$ cat src/rtl/idli_sqi_arb_m.sv
// -----------------------------------------------------------------------------
// idli_sqi_arb_m
//
// Purpose:
//   Shares the SQI memory port between instruction fetch (FE) and load/store
//   (LS). In IDLE it picks one requester, then runs the whole SQI transaction
//   for it: command, address, dummy (reads only), data, end. Only one
//   transaction runs at a time and nothing is queued. LS normally wins. FE
//   wins once it has lost STARVE_MAX arbitrations in a row.
//
// Request/grant handshake:
//   A requester raises *_req with its address, direction and data, and holds
//   all of them stable until its *_gnt pulse. The arbiter samples them on the
//   clock edge where it leaves IDLE. *_gnt is high for exactly one cycle, the
//   first command cycle. From that cycle on, the requester may drop or change
//   its inputs.
//
// Ports:
//   i_arb_gck        clock, rising edge
//   i_arb_rst        asynchronous active-high reset
//   i_arb_fe_req     fetch read request
//   i_arb_fe_addr    fetch address
//   o_arb_fe_gnt     fetch grant pulse
//   i_arb_ls_req     load/store request
//   i_arb_ls_wr      load/store direction, 1 = write
//   i_arb_ls_addr    load/store address
//   i_arb_ls_wdata   load/store write data
//   o_arb_ls_gnt     load/store grant pulse
//   o_arb_cs         SQI chip select, active-low
//   o_arb_sio        nibble driven to memory
//   o_arb_sio_oe     o_arb_sio drives the bus
//   i_arb_sio        nibble from memory
//   o_arb_rdata      registered read nibble, MSB nibble first
//   o_arb_rdata_vld  o_arb_rdata valid this cycle
//   o_arb_owner      owner of current/last transaction, 0 = FE, 1 = LS
//   o_arb_done       one-cycle pulse in the END cycle
// -----------------------------------------------------------------------------
module idli_sqi_arb_m #(
    parameter int ADDR_W     = 16,
    parameter int DATA_NIB   = 4,
    parameter int DUMMY_CYC  = 2,
    parameter int STARVE_MAX = 8
) (
    input  logic                    i_arb_gck,
    input  logic                    i_arb_rst,
    input  logic                    i_arb_fe_req,
    input  logic [ADDR_W-1:0]       i_arb_fe_addr,
    output logic                    o_arb_fe_gnt,
    input  logic                    i_arb_ls_req,
    input  logic                    i_arb_ls_wr,
    input  logic [ADDR_W-1:0]       i_arb_ls_addr,
    input  logic [4*DATA_NIB-1:0]   i_arb_ls_wdata,
    output logic                    o_arb_ls_gnt,
    output logic                    o_arb_cs,
    output logic [3:0]              o_arb_sio,
    output logic                    o_arb_sio_oe,
    input  logic [3:0]              i_arb_sio,
    output logic [3:0]              o_arb_rdata,
    output logic                    o_arb_rdata_vld,
    output logic                    o_arb_owner,
    output logic                    o_arb_done
);

    localparam int ADDR_NIB = ADDR_W / 4;
    localparam int DATA_W   = 4 * DATA_NIB;
    localparam int CMD_NIB  = 2;

    // One nibble counter serves every phase, so it is sized for the longest one.
    localparam int MAX_AD   = (ADDR_NIB > DATA_NIB) ? ADDR_NIB : DATA_NIB;
    localparam int MAX_ADC  = (MAX_AD > DUMMY_CYC) ? MAX_AD : DUMMY_CYC;
    localparam int MAX_PH   = (MAX_ADC > CMD_NIB) ? MAX_ADC : CMD_NIB;
    localparam int CNT_W    = (MAX_PH > 1) ? $clog2(MAX_PH) : 1;
    localparam int STV_W    = $clog2(STARVE_MAX + 1);

    localparam logic [7:0] OP_RD = 8'h03;
    localparam logic [7:0] OP_WR = 8'h02;

    typedef enum logic [2:0] {
        ST_IDLE  = 3'd0,
        ST_CMD   = 3'd1,
        ST_ADDR  = 3'd2,
        ST_DUMMY = 3'd3,
        ST_DATA  = 3'd4,
        ST_END   = 3'd5
    } state_t;

    state_t             state_q,  state_d;
    logic [CNT_W-1:0]   cnt_q,    cnt_d;
    logic [ADDR_W-1:0]  addr_q,   addr_d;
    logic [DATA_W-1:0]  wdata_q,  wdata_d;
    logic               wr_q,     wr_d;
    logic               owner_q,  owner_d;
    logic [STV_W-1:0]   starve_q, starve_d;
    logic               fe_gnt_q, fe_gnt_d;
    logic               ls_gnt_q, ls_gnt_d;
    logic [3:0]         rdata_q,  rdata_d;
    logic               rvld_q,   rvld_d;

    logic               fe_wins;
    logic [7:0]         opcode;

    // FE wins if LS is absent or FE has been starved out; otherwise LS wins.
    assign fe_wins = i_arb_fe_req &&
                     (!i_arb_ls_req || (starve_q == STV_W'(STARVE_MAX)));

    // -------------------------------------------------------------------------
    // State registers
    // -------------------------------------------------------------------------
    always_ff @(posedge i_arb_gck or posedge i_arb_rst) begin
        if (i_arb_rst) begin
            state_q  <= ST_IDLE;
            cnt_q    <= '0;
            addr_q   <= '0;
            wdata_q  <= '0;
            wr_q     <= 1'b0;
            owner_q  <= 1'b0;
            starve_q <= '0;
            fe_gnt_q <= 1'b0;
            ls_gnt_q <= 1'b0;
            rdata_q  <= '0;
            rvld_q   <= 1'b0;
        end else begin
            state_q  <= state_d;
            cnt_q    <= cnt_d;
            addr_q   <= addr_d;
            wdata_q  <= wdata_d;
            wr_q     <= wr_d;
            owner_q  <= owner_d;
            starve_q <= starve_d;
            fe_gnt_q <= fe_gnt_d;
            ls_gnt_q <= ls_gnt_d;
            rdata_q  <= rdata_d;
            rvld_q   <= rvld_d;
        end
    end

    // -------------------------------------------------------------------------
    // Next-state logic: arbitration and phase sequencing
    // -------------------------------------------------------------------------
    always_comb begin
        state_d  = state_q;
        cnt_d    = cnt_q;
        addr_d   = addr_q;
        wdata_d  = wdata_q;
        wr_d     = wr_q;
        owner_d  = owner_q;
        starve_d = starve_q;
        fe_gnt_d = 1'b0;
        ls_gnt_d = 1'b0;
        rdata_d  = rdata_q;
        rvld_d   = 1'b0;

        case (state_q)
            ST_IDLE: begin
                if (fe_wins) begin
                    addr_d   = i_arb_fe_addr;
                    wdata_d  = '0;
                    wr_d     = 1'b0;
                    owner_d  = 1'b0;
                    starve_d = '0;
                    fe_gnt_d = 1'b1;
                    cnt_d    = '0;
                    state_d  = ST_CMD;
                end else if (i_arb_ls_req) begin
                    addr_d   = i_arb_ls_addr;
                    wdata_d  = i_arb_ls_wdata;
                    wr_d     = i_arb_ls_wr;
                    owner_d  = 1'b1;
                    ls_gnt_d = 1'b1;
                    cnt_d    = '0;
                    state_d  = ST_CMD;
                    // FE lost this round; count it, saturating.
                    if (i_arb_fe_req && (starve_q != STV_W'(STARVE_MAX))) begin
                        starve_d = starve_q + 1'b1;
                    end
                end
            end

            ST_CMD: begin
                if (cnt_q == CNT_W'(CMD_NIB - 1)) begin
                    cnt_d   = '0;
                    state_d = ST_ADDR;
                end else begin
                    cnt_d = cnt_q + 1'b1;
                end
            end

            ST_ADDR: begin
                // The top nibble is always the one on the bus; shift it out.
                addr_d = addr_q << 4;
                if (cnt_q == CNT_W'(ADDR_NIB - 1)) begin
                    cnt_d   = '0;
                    state_d = (wr_q || (DUMMY_CYC == 0)) ? ST_DATA : ST_DUMMY;
                end else begin
                    cnt_d = cnt_q + 1'b1;
                end
            end

            ST_DUMMY: begin
                if (cnt_q == CNT_W'(DUMMY_CYC - 1)) begin
                    cnt_d   = '0;
                    state_d = ST_DATA;
                end else begin
                    cnt_d = cnt_q + 1'b1;
                end
            end

            ST_DATA: begin
                if (wr_q) begin
                    wdata_d = wdata_q << 4;
                end else begin
                    rdata_d = i_arb_sio;
                    rvld_d  = 1'b1;
                end
                if (cnt_q == CNT_W'(DATA_NIB - 1)) begin
                    cnt_d   = '0;
                    state_d = ST_END;
                end else begin
                    cnt_d = cnt_q + 1'b1;
                end
            end

            ST_END: begin
                state_d = ST_IDLE;
            end

            default: begin
                state_d = ST_IDLE;
            end
        endcase
    end

    // -------------------------------------------------------------------------
    // Bus outputs decoded from state, so reset releases CS with no clock edge.
    // -------------------------------------------------------------------------
    always_comb begin
        o_arb_cs     = 1'b1;
        o_arb_sio    = 4'h0;
        o_arb_sio_oe = 1'b0;
        opcode       = wr_q ? OP_WR : OP_RD;

        case (state_q)
            ST_CMD: begin
                o_arb_cs     = 1'b0;
                o_arb_sio_oe = 1'b1;
                o_arb_sio    = (cnt_q == '0) ? opcode[7:4] : opcode[3:0];
            end
            ST_ADDR: begin
                o_arb_cs     = 1'b0;
                o_arb_sio_oe = 1'b1;
                o_arb_sio    = addr_q[ADDR_W-1 -: 4];
            end
            ST_DUMMY: begin
                o_arb_cs = 1'b0;
            end
            ST_DATA: begin
                o_arb_cs = 1'b0;
                if (wr_q) begin
                    o_arb_sio_oe = 1'b1;
                    o_arb_sio    = wdata_q[DATA_W-1 -: 4];
                end
            end
            default: begin
                o_arb_cs = 1'b1;
            end
        endcase
    end

    assign o_arb_fe_gnt    = fe_gnt_q;
    assign o_arb_ls_gnt    = ls_gnt_q;
    assign o_arb_rdata     = rdata_q;
    assign o_arb_rdata_vld = rvld_q;
    assign o_arb_owner     = owner_q;
    assign o_arb_done      = (state_q == ST_END);

endmodule

$ cat config.mk
export PLATFORM = sky130hd
export DESIGN_NAME = idli_sqi_arb_m
export DESIGN_NICKNAME = d
export VERILOG_FILES = /design/src/rtl/idli_sqi_arb_m.sv
export SDC_FILE = /design/constraint.sdc
export NUM_CORES = 1
export LEC_CHECK = 0
export BUFFER_PORTS_ARGS = -buffer_cell sky130_fd_sc_hd__buf_2
export CAP_MARGIN = 5
export CORE_UTILIZATION = 40
export DETAILED_ROUTE_END_ITERATION = 6
export MAX_ROUTING_LAYER = met4
export PLACE_DENSITY = 0.73
export SLEW_MARGIN = 30
export SYNTH_ARGS = -nofsm -noshare
export SYNTH_HDL_FRONTEND = slang
export SYNTH_SLANG_ARGS = --single-unit
export TNS_END_PERCENT = 50
$ cat constraint.sdc
create_clock -name i_arb_gck -period 1.84 [get_ports i_arb_gck]
set_input_delay 0.092 -clock i_arb_gck [delete_from_list [all_inputs] [get_ports i_arb_gck]]
set_output_delay 0.092 -clock i_arb_gck [all_outputs]
set_load 0.01 [all_outputs]
==> load_flow_metrics.sql, run 1 <==
INSERT INTO impl_metrics (metric_group, metric, value, unit) VALUES
('run_status', 'status', 'finished, final reports clean', ''),
('global_route', 'grt_overflow_total', '0', ''),
('logic_synthesis', 'yosysWarningCount', '0', ''),
('critical_path', 'worstSetupEndpointType', 'output port', ''),
('pwr', 'power.leakage', '1.62', 'nW'),
('cts', 'cts.reportedPaths.clkPinSlew', '90', 'ps'),
('global_route', 'grt_pass1_vias', '2242', ''),
('placement', 'placedCellCount', '421', ''),
('logic_synthesis', 'synthesis.area_per_instance', '9.75', 'um2'),
('timing', 'max-slew-margin-rel', '75.7', '%'),
('logic_synthesis', 'synth-seq-cells', '50', ''),
('pwr', 'sw_frac_of_total', '40.3', '%'),
('critical_path', 'critPathSlowestCell', 'sky130_fd_sc_hd__dfrtp_2', ''),
('cts', 'clk_latency', '310', 'ps'),
('timing', 'worst_pin_slew', '361', 'ps'),
('pwr', 'p_switching', '0.00222', 'W'),
('global_route', 'grt_first_pass_wirelength', '10200', 'um'),
('logic_synthesis', 'synth_top_area_share', '47.0', '%'),
('logic_synthesis', 'synthCells', '273', ''),
('finish', 'antenna_cells_inserted', '0', ''),
('critical_path', 'critical_path_peak_fanout', '9', ''),
('logic_synthesis', 'post_synth_instance_area', '0.00266', 'mm2'),
('placement', 'placedInstanceArea', '0.00320', 'mm2'),
('cts', 'cts.htree.levels', '2', ''),
('logic_synthesis', 'post_synth_num_cell_types', '41', ''),
('drt', 'drt.antenna.violating_nets', '0', ''),
('finish', 'finalNetCount', '420', ''),
('critical_path', 'max_stage_delay', '380', 'ps'),
('critical_path', 'worst_setup_path_type', 'flop to output port', ''),
('die', 'start_util', '41.7', '%'),
('placement', 'io_buffers', '71', ''),
('logic_synthesis', 'synthTopCellsByCount', '50 x sky130_fd_sc_hd__dfrtp_1, 26 x sky130_fd_sc_hd__a21oi_1, 24 x sky130_fd_sc_hd__nand2_1, 21 x sky130_fd_sc_hd__nor2_1, 17 x sky130_fd_sc_hd__mux2i_1', ''),
('cts', 'tritoncts', 'built', ''),
('logic_synthesis', 'yosysTopAreaCell', 'sky130_fd_sc_hd__dfrtp_1', ''),
('logic_synthesis', 'synth_ff_type', 'sky130_fd_sc_hd__dfrtp_1', ''),
('pwr', 'power_total', '0.00551', 'W'),
('die', 'io-pin-count', '72', ''),
('drt', 'viasPerCell', '5.38', ''),
('min_path', 'min_path_type', 'input pin to flop', ''),
('die', 'fp.coreArea', '0.00639', 'mm2'),
('finish', 'stdcell_area', '0.00337', 'mm2'),
('placement', 'worst_slack_at_placement', '196', 'ps'),
('timing', 'layout_min_cycle_time', '1780', 'ps'),
('pwr', 'power.sequential.fraction', '34.9', '%'),
('finish', 'stdcell_count', '435', ''),
('critical_path', 'worst-endpoint-arrival', '1690', 'ps'),
('logic_synthesis', 'number_of_synthesized_flops_with_an_enable_pin', '0', ''),
('drt', 'post_route_wl', '6010', 'um'),
('timing', 'timing.final.crit_share', '96.9', '%'),
('pwr', 'clkPwrFrac', '14.0', '%'),
('logic_synthesis', 'syn-num-nets', '336', ''),
('drt', 'detailedRoute.firstIterationViolations', '128', ''),
('timing', 'achievable-frequency', '561', 'MHz'),
('timing', 'clock_skew', '5.68', 'ps'),
('drt', 'via_count', '2339', ''),
('critical_path', 'critical_path.top_delay_family', 'buffers and inverters', ''),
('pwr', 'power-per-cell-area', '1640', 'mW/mm2'),
('critical_path', 'timing.critical_path.buf_inv', '3', ''),
('pwr', 'max-vdd-ir-drop', '644', 'uV'),
('timing', 'slew_viol_final', '0', ''),
('finish', 'post_route_cells_drive_above_1_share', '31.3', '%'),
('logic_synthesis', 'yosys.cell_count.top_type', 'sky130_fd_sc_hd__dfrtp_1', ''),
('timing', 'hold_violations', '0', ''),
('drt', 'drt_first_pass_iters', '4', ''),
('logic_synthesis', 'synth.area.top_cells', 'sky130_fd_sc_hd__dfrtp_1 47%, sky130_fd_sc_hd__mux2i_1 6.4%, sky130_fd_sc_hd__a21oi_1 4.9%', ''),
('drt', 'detail_route.drc_violations', '0', ''),
('timing', 'finalSetupTns', '0', 'ps'),
('placement', 'globalplace.congestion', '0.848', ''),
('cts', 'ctsLongestPathBuffers', '2', ''),
('pwr', 'power.combinational.fraction', '51.0', '%'),
('run', 'number_of_max_cap_violations', '0', '');
## routing by layer
layer  share of wire [%]  GRT usage [%]  routed length [um]  vias to the layer above
li1                    -              -                   -                     1142
met1                  45           24.1                2700                     1121
met2                  50           29.9                2980                       67
met3                 3.6           3.07                 219                        9
met4                 1.8           5.39                 106                        0
met5                   0              -                   0                        -
## cell type report
class                      count  area, um2
inverter                      12       45.0
tap                           77       96.3
clock buffer                   6       72.6
multi-input combinational    195       1300
sequential                    50       1250
timing repair buffer          93        563
fill                         590       3020
clock inverter                 2       37.5
## cell usage in the layout (no fill, tap or decap), types with 3 or more instances in the layout
cell	n
sky130_fd_sc_hd__buf_2	71
sky130_fd_sc_hd__dfrtp_1	47
sky130_fd_sc_hd__a21oi_1	26
sky130_fd_sc_hd__nand2_1	24
sky130_fd_sc_hd__nor2_1	20
sky130_fd_sc_hd__mux2i_1	17
sky130_fd_sc_hd__buf_4	17
sky130_fd_sc_hd__a2bb2oi_1	13
sky130_fd_sc_hd__o21ai_0	13
sky130_fd_sc_hd__inv_1	10
sky130_fd_sc_hd__o21ai_1	10
sky130_fd_sc_hd__nand3b_1	8
sky130_fd_sc_hd__nand3_1	8
sky130_fd_sc_hd__a22oi_1	6
sky130_fd_sc_hd__ha_1	6
sky130_fd_sc_hd__clkbuf_8	5
sky130_fd_sc_hd__mux2_1	4
sky130_fd_sc_hd__o22ai_1	4
sky130_fd_sc_hd__nor2_2	3
sky130_fd_sc_hd__nand2b_1	3
sky130_fd_sc_hd__a21o_1	3
sky130_fd_sc_hd__nor3_1	3
sky130_fd_sc_hd__a32o_1	3
sky130_fd_sc_hd__buf_12	3
sky130_fd_sc_hd__dfrtp_2	3
## repair_timing
item,in CTS,in global routing
buffers inserted,1,3
gates resized for setup,0,5
endpoints found under the hold margin,50,1
pin swaps,1,1
hold buffers,1,1
setup endpoints to repair,5,4
## flip-flops by register name, summed over array words and instances, names as in the netlist
name / cells
addr_q: 16
wdata_q: 16
o_arb_rdata: 4
starve_q: 4
state_q: 3
cnt_q: 2
o_arb_fe_gnt: 1
o_arb_ls_gnt: 1
o_arb_owner: 1
o_arb_rdata_vld: 1
wr_q: 1
## cells by family after synthesis
group / Yosys count / synth area share, %
buffers and inverters: 28 / 4.75
XOR/XNOR: 1 / 0.329
multiplexers: 21 / 8.09
adder cells (fa/ha/maj): 6 / 2.82
flip-flops: 50 / 47.0
AND/OR/NAND/NOR: 80 / 15.2
AO/OA/AOI/OAI: 87 / 21.8
## power by group through the flow
stage	sequential, W	combinational, W	clock (W)
after floorplan	0.00190	0.00189	0
after global placement	0.00195	0.00265	0
after detailed placement	0.00196	0.00271	0
after CTS	0.00195	0.00272	0.000789
after global routing	0.00198	0.00313	0.000829
final	0.00193	0.00281	0.000772
## metrics by stage
| step | hold WS (ps) | util, % |
|---|---|---|
| global placement | 155 | 50.1 |
| detailed placement | 155 | 50.1 |
| floorplan | 225 | - |
| global route | 2.26 | 52.8 |
| CTS | 3.31 | 52.1 |
| finish | 7.22 | 52.8 |
## final timing paths
check | from | endpoint | slack [ps] | depth (start not counted)
worst max-delay path | state_q[2] | o_arb_sio[3] | 60 | 5
worst min-delay path | i_arb_sio[3] | o_arb_rdata[3] | 7 | 2
worst max register to register | state_q[0] | wdata_q[15] | 110 | 6
worst min register to register | o_arb_rdata[3] | o_arb_rdata[3] | 490 | 1
max in group asynchronous | i_arb_rst | state_q[0] | 1230 | 4
min in group asynchronous | i_arb_rst | o_arb_rdata[3] | 370 | 4
No activity file was read; power rests on OpenSTA's default activity.
==> run 2, diff against run 1 <==
--- a/config.mk
+++ b/config.mk
@@ -9,6 +9,7 @@
 export CAP_MARGIN = 5
 export CORE_UTILIZATION = 40
 export DETAILED_ROUTE_END_ITERATION = 6
+export GPL_TIMING_DRIVEN = 0
 export MAX_ROUTING_LAYER = met4
 export PLACE_DENSITY = 0.73
 export SLEW_MARGIN = 30
==> run 2 against run 1 <==
The flow now finishes with violations (hold timing). Sequential power about the same. Final cell count increased by 0.46%. Die area unchanged. Sequential cell count unchanged. Sequential share of layout area increased by 0.25 points. Clock skew about the same. Critical path depth increased by 1. Maximum frequency about the same. Combinational power about the same. Count of clock-buffer cells in the layout increased by 1. Power decreased by 1.9%. First-iteration DRC count increased by 23%.
==> load_flow_metrics.sql, run 2 (synthesized netlist as in run 1, its figures left out) <==
INSERT INTO impl_metrics (metric_group, metric, value, unit) VALUES
('run_status', 'status', 'complete, but fails checks', ''),
('run_status', 'violated_checks', 'hold timing', ''),
('cts', 'cts.htree.levels', '2', ''),
('critical_path', 'setup.worst_path.start_class', 'flop', ''),
('placement', 'detailedPlacementHpwl', '4390', 'um'),
('finish', 'mostFrequentLayoutCells', '76 x sky130_fd_sc_hd__buf_2, 49 x sky130_fd_sc_hd__dfrtp_1, 26 x sky130_fd_sc_hd__a21oi_1, 24 x sky130_fd_sc_hd__nand2_1, 20 x sky130_fd_sc_hd__nor2_1', ''),
('cts', 'clock_tree.root_cell', 'sky130_fd_sc_hd__clkbuf_8', ''),
('finish', 'stdcell_count', '437', ''),
('timing', 'finalSetupViolCount', '0', ''),
('placement', 'worst_slack_at_placement', '-95.4', 'ps'),
('die', 'fp.coreArea', '0.00639', 'mm2'),
('finish', 'antenna_cells_inserted', '0', ''),
('global_route', 'grt_overflow_total', '0', ''),
('drt', 'wl_per_cell', '14.4', 'um'),
('die', 'floorplan.die_area', '0.00698', 'mm2'),
('timing', 'hold_slack', '-0.0369', 'ps'),
('die', 'floorplan.die.height', '83.6', 'um'),
('timing', 'max-slew-margin-rel', '56.4', '%'),
('timing', 'clock_skew', '6.07', 'ps'),
('die', 'die-width', '83.6', 'um'),
('finish', 'reg.largest.list', 'addr_q x16, wdata_q x16', ''),
('die', 'rows', '29', ''),
('cts', 'clk_latency', '310', 'ps'),
('cts', 'cts.reportedPaths.clkPinSlew', '90', 'ps'),
('global_route', 'grt_use_total', '18.9', '%'),
('critical_path', 'worstSetupEndpointType', 'output port', ''),
('critical_path', 'worst_setup_path_type', 'flop to output port', ''),
('finish', 'fin_util', '52.3', '%'),
('global_route', 'grt_start_max_net_pins', '51', ''),
('cts', 'tritoncts', 'built', ''),
('drt', 'detail_route.drc_violations', '0', ''),
('critical_path', 'critical_path_peak_fanout', '10', ''),
('cts', 'cts.sink_count', '50', ''),
('critical_path', 'critPathSlowestCell', 'sky130_fd_sc_hd__dfrtp_2', ''),
('finish', 'syn_to_final_growth', '25.5', '%'),
('critical_path', 'max_stage_delay', '450', 'ps'),
('finish', 'finalNetCount', '422', ''),
('cts', 'number_of_buffers_inserted_during_clock_tree_synthesis', '5', ''),
('finish', 'final.fill_count', '574', ''),
('critical_path', 'worst-endpoint-arrival', '1690', 'ps'),
('critical_path', 'worstPathCellList', 'buf_4, nor3_4, buf_6, nand3_1, o21ai_0, buf_2', ''),
('pwr', 'max-vdd-ir-drop', '606', 'uV'),
('min_path', 'min_path_type', 'input pin to flop', ''),
('cts', 'ctsLongestPathBuffers', '2', ''),
('drt', 'drt.antenna.violating_nets', '0', ''),
('finish', 'post_route_cells_drive_above_1_share', '30.8', '%'),
('placement', 'io_buffers', '71', ''),
('timing', 'hold_violations', '1', ''),
('placement', 'globalplace.congestion', '0.842', ''),
('timing', 'layout_min_cycle_time', '1780', 'ps'),
('global_route', 'grt_pass1_vias', '2216', ''),
('run', 'number_of_max_cap_violations', '0', ''),
('critical_path', 'timing.critical_path.buf_inv', '3', ''),
('die', 'start_util', '41.7', '%'),
('drt', 'drt_first_pass_iters', '4', ''),
('finish', 'most_common_cell_after_layout_fill_and_taps_aside', 'sky130_fd_sc_hd__buf_2', ''),
('critical_path', 'critical_path.top_delay_family', 'buffers and inverters', ''),
('placement', 'placedCellCount', '421', ''),
('timing', 'worst_pin_slew', '651', 'ps'),
('timing', 'layout_setup_ws', '56.6', 'ps'),
('drt', 'detailedRoute.firstIterationViolations', '158', ''),
('drt', 'viasPerCell', '5.29', ''),
('pwr', 'power.leakage', '1.62', 'nW'),
('drt', 'post_route_wl', '6310', 'um'),
('drt', 'via_count', '2311', ''),
('pwr', 'power-per-cell-area', '1620', 'mW/mm2'),
('die', 'io-pin-count', '72', ''),
('critical_path', 'crit_required', '1750', 'ps'),
('timing', 'timing.final.crit_share', '96.9', '%'),
('global_route', 'grt_first_pass_wirelength', '10300', 'um'),
('timing', 'slew_viol_final', '0', ''),
('global_route', 'antenna_found_initial', '0', ''),
('timing', 'achievable-frequency', '561', 'MHz');
run 2: cell count changes in the layout (fill, tap and decap cells not counted), sizes merged:
cell | before | now
clkbuf | 6 | 11
buf | 91 | 88
bufinv | 1 | 0
clkinv | 0 | 1
clkinvlp | 1 | 0
dlygate4sd3 | 2 | 3
run 2: area by class of cell:
cell class                 instances  area [um2]  area share [%]
clock buffer                       7        86.3            2.58
multi-input combinational        195        1310            39.3
inverter                          12        47.5            1.42
clock inverter                     1        5.00           0.150
timing repair buffer              79         435            13.0
tap                               77        96.3            2.88
sequential                        50        1250            37.5
buffer                            16         105            3.15
run 2: worst reg2reg max path, stage by stage, from the launching register on:
cell and delay [ps]:
sky130_fd_sc_hd__dfrtp_1 470, sky130_fd_sc_hd__buf_2 230, sky130_fd_sc_hd__nor2_2 370, sky130_fd_sc_hd__o31ai_2 250, sky130_fd_sc_hd__a22oi_1 210, sky130_fd_sc_hd__o21ai_1 100
run 2: stage by stage:
step / instance area (um2) / power, W / setup TNS (ps)
2_1_floorplan: 2660 / 0.00379 / 0
3_3_place_gp: 3110 / 0.00446 / -8620
3_5_place_dp: 3120 / 0.00452 / -1450
4_1_cts: 3260 / 0.00525 / 0
5_1_grt: 3340 / 0.00582 / -22.2
6_report: 3340 / 0.00541 / 0
run 2: final timing paths:
check                           depth (start not counted)  slack, ps              to            from
worst max-delay path                                    6         60    o_arb_sio[1]      state_q[0]
worst min-delay path                                    2      -0.04  o_arb_rdata[1]    i_arb_sio[1]
worst max register to register                          5        100      addr_q[12]      state_q[2]
worst min register to register                          1        490  o_arb_rdata[2]  o_arb_rdata[2]
max in group asynchronous                               3        960      state_q[0]       i_arb_rst
min in group asynchronous                               3        400  o_arb_rdata[3]       i_arb_rst
run 2: metal layers:
metal | vias to the layer above | global-route usage [%] | routed length [um]
met3 | 8 | 3.07 | 280
met5 | - | - | 0
met4 | 0 | 6.93 | 95
met1 | 1081 | 24.4 | 2850
li1 | 1150 | - | -
met2 | 72 | 30.1 | 3080
run 2: where the power goes:
| part | switching [W] | leakage, nW | total, W | internal [W] |
|---|---|---|---|---|
| logic | 0.00158 | 0.962 | 0.00279 | 0.00121 |
| clock network | 0.000369 | 0.0482 | 0.000674 | 0.000304 |
| registers | 0.000329 | 0.606 | 0.00195 | 0.00162 |
run 2: timing repair:
action | CTS | global route
buffers inserted | 1 | 4
gates resized for setup | 7 | 13
hold buffers | 3 | 0
pin swaps | 1 | 1
hold endpoints to repair | 52 | 0
setup endpoints to repair | 34 | 17
==> run 3, diff against run 2 <==
--- a/config.mk
+++ b/config.mk
@@ -5,7 +5,7 @@
 export SDC_FILE = /design/constraint.sdc
 export NUM_CORES = 1
 export LEC_CHECK = 0
-export BUFFER_PORTS_ARGS = -buffer_cell sky130_fd_sc_hd__buf_2
+export BUFFER_PORTS_ARGS = -buffer_cell sky130_fd_sc_hd__clkbuf_2
 export CAP_MARGIN = 5
 export CORE_UTILIZATION = 40
 export DETAILED_ROUTE_END_ITERATION = 6
==> run 3 against run 2 <==
The run now ends clean. Clock power increased by 0.7%. Clock skew is 0.65 ps lower. Final cell count is 0.69% higher. Die area unchanged. Wire length is essentially flat. First-iteration DRC count is 28% lower. Cell area up 0.64%. Largest cell class unchanged.
==> load_flow_metrics.sql, run 3 (synthesized netlist as in run 1, its figures left out) <==
INSERT INTO impl_metrics (metric_group, metric, value, unit) VALUES
('die', 'start_util', '41.7', '%'),
('critical_path', 'setup.worst_path.start_class', 'flop', ''),
('global_route', 'grt_overflow_total', '0', ''),
('finish', 'syn_to_final_growth', '26.3', '%'),
('critical_path', 'critPathSlowestCell', 'sky130_fd_sc_hd__dfrtp_2', ''),
('drt', 'detailedRoute.firstIterationViolations', '114', ''),
('cts', 'cts.reportedPaths.clkPinSlew', '90', 'ps'),
('pwr', 'power-per-cell-area', '1590', 'mW/mm2'),
('timing', 'clock_skew', '5.42', 'ps'),
('timing', 'achievable-frequency', '565', 'MHz'),
('finish', 'post_route_cells_drive_above_1_share', '30.0', '%'),
('drt', 'viasPerCell', '5.37', ''),
('placement', 'worst_slack_at_placement', '-149', 'ps'),
('timing', 'hold_violations', '0', ''),
('pwr', 'power.leakage', '1.62', 'nW'),
('critical_path', 'worst-endpoint-arrival', '1680', 'ps'),
('global_route', 'grt_pass1_vias', '2295', ''),
('placement', 'detailedPlacementHpwl', '4500', 'um'),
('critical_path', 'crit-reg2reg-capture', 'wdata_q[6]', ''),
('run', 'number_of_max_cap_violations', '0', ''),
('drt', 'drt.antenna.violating_nets', '0', ''),
('timing', 'timing.final.crit_share', '96.2', '%'),
('timing', 'layout_setup_ws', '70.0', 'ps'),
('critical_path', 'reg2reg_slack', '80', 'ps'),
('timing', 'layout_min_cycle_time', '1770', 'ps'),
('finish', 'final.fill_count', '593', ''),
('drt', 'drt_first_pass_iters', '4', ''),
('global_route', 'grt_first_pass_wirelength', '10700', 'um'),
('cts', 'number_of_buffers_inserted_during_clock_tree_synthesis', '5', ''),
('critical_path', 'timing.critical_path.depth', '6', ''),
('cts', 'clock_tree.root_cell', 'sky130_fd_sc_hd__clkbuf_8', ''),
('cts', 'ctsLongestPathBuffers', '2', ''),
('finish', 'finalNetCount', '425', ''),
('critical_path', 'worst_setup_path_type', 'flop to output port', ''),
('min_path', 'min_path_type', 'input pin to flop', ''),
('critical_path', 'crit_required', '1750', 'ps'),
('finish', 'reg.largest.list', 'addr_q x16, wdata_q x16', ''),
('timing', 'grt_setup_unrepaired', 'yes', ''),
('die', 'floorplan.die.height', '83.6', 'um'),
('critical_path', 'setup.worst_path.end', 'o_arb_sio[0]', ''),
('run_status', 'status', 'finished, final reports clean', ''),
('timing', 'worst_pin_slew', '666', 'ps'),
('die', 'io-pin-count', '72', ''),
('timing', 'finalSetupViolCount', '0', ''),
('timing', 'slew_viol_final', '0', ''),
('critical_path', 'worstPathCellList', 'buf_4, nor3_4, buf_6, nand3_1, o21ai_1, clkbuf_2', ''),
('critical_path', 'worstSetupEndpointType', 'output port', ''),
('finish', 'mostFrequentLayoutCells', '70 x sky130_fd_sc_hd__clkbuf_2, 49 x sky130_fd_sc_hd__dfrtp_1, 26 x sky130_fd_sc_hd__a21oi_1, 24 x sky130_fd_sc_hd__nand2_1, 20 x sky130_fd_sc_hd__nor2_1', ''),
('placement', 'globalplace.congestion', '0.841', ''),
('global_route', 'grt_start_max_net_pins', '51', ''),
('timing', 'hold_slack', '12.8', 'ps'),
('placement', 'io_buffers', '71', ''),
('cts', 'cts.sink_count', '50', ''),
('global_route', 'antenna_found_initial', '0', ''),
('die', 'rows', '29', ''),
('critical_path', 'timing.critical_path.buf_inv', '3', ''),
('cts', 'clk_latency', '310', 'ps'),
('pwr', 'max-vdd-ir-drop', '526', 'uV'),
('critical_path', 'ff2ff_path_depth', '7', ''),
('global_route', 'grt_use_total', '19.5', '%'),
('drt', 'detail_route.drc_violations', '0', ''),
('timing', 'max-slew-margin-rel', '55.3', '%'),
('finish', 'antenna_cells_inserted', '0', ''),
('critical_path', 'critical_path_peak_fanout', '10', ''),
('die', 'fp.coreArea', '0.00639', 'mm2'),
('drt', 'wl_per_cell', '14.3', 'um'),
('min_path', 'timing.hold.worst.start', 'i_arb_ls_wdata[2]', ''),
('cts', 'cts.htree.levels', '2', ''),
('drt', 'post_route_wl', '6310', 'um'),
('critical_path', 'critical_path.top_delay_family', 'buffers and inverters', ''),
('finish', 'most_common_cell_after_layout_fill_and_taps_aside', 'sky130_fd_sc_hd__clkbuf_2', ''),
('die', 'die-width', '83.6', 'um'),
('die', 'floorplan.die_area', '0.00698', 'mm2'),
('cts', 'tritoncts', 'built', ''),
('critical_path', 'setup_crit_start', 'state_q[0]', ''),
('drt', 'via_count', '2362', ''),
('critical_path', 'max_stage_delay', '440', 'ps'),
('critical_path', 'crit-reg2reg-launch', 'starve_q[0]', '');
-- run 3: stage by stage --
step | power [W] | cells | setup TNS (ps) | instance area (um2) | util (%)
floorplan | 0.00379 | 273 | 0 | 2660 | -
global placement | 0.00446 | 421 | -7750 | 3110 | 48.7
detailed placement | 0.00454 | 421 | -2740 | 3120 | 48.8
CTS | 0.00529 | 437 | 0 | 3310 | 51.9
global route | 0.00577 | 440 | -39.7 | 3360 | 52.6
finish | 0.00534 | 440 | 0 | 3360 | 52.6
-- run 3: cell type report --
class                      instances  area, um2  area share [%]
multi-input combinational        195       1310            39.0
clock inverter                     2       12.5           0.372
inverter                          12       47.5            1.41
timing repair buffer              82        458            13.6
clock buffer                       6       82.6            2.46
buffer                            16        103            3.05
sequential                        50       1250            37.3
tap                               77       96.3            2.87
-- run 3: tightest hold or removal path, delay by kind of cell --
| kind | cells | cell delay [ps] |
|---|---|---|
| buf+inv | 1 | 80 |
| compound gates | 1 | 60 |
| simple gates | 1 | 50 |
-- run 3: worst min path at each step --
stage          slack (ps)  depth (start not counted)        endpoint
6_report               10                          3      wdata_q[2]
5_1_grt                10                          2            wr_q
4_1_cts                 4                          2  o_arb_rdata[3]
3_5_place_dp          220                          2  o_arb_rdata[0]
3_3_place_gp          310                          2  o_arb_rdata[1]
2_1_floorplan         220                          1            wr_q
-- run 3: metal layers --
metal	vias to the layer above	share of wire [%]	GRT usage, %
li1	1151	-	-
met1	1141	46	25.0
met2	59	48	31.0
met3	11	3.6	3.17
met4	0	2.3	7.55
met5	-	0	-
-- run 3: power breakdown --
part / switching, W / internal (W) / leakage (nW)
Sequential: 0.000324 / 0.00162 / 0.606
Clock: 0.000376 / 0.000303 / 0.0472
Combinational: 0.00156 / 0.00116 / 0.971
-- run 3: what timing repair did --
| item | CTS | global route |
|---|---|---|
| gates resized for setup | 10 | 9 |
| hold buffers | 7 | 1 |
| setup endpoints to repair | 35 | 30 |
| endpoints found under the hold margin | 56 | 1 |
| pin swaps | 1 | 1 |
| setup buffers | 1 | 2 |
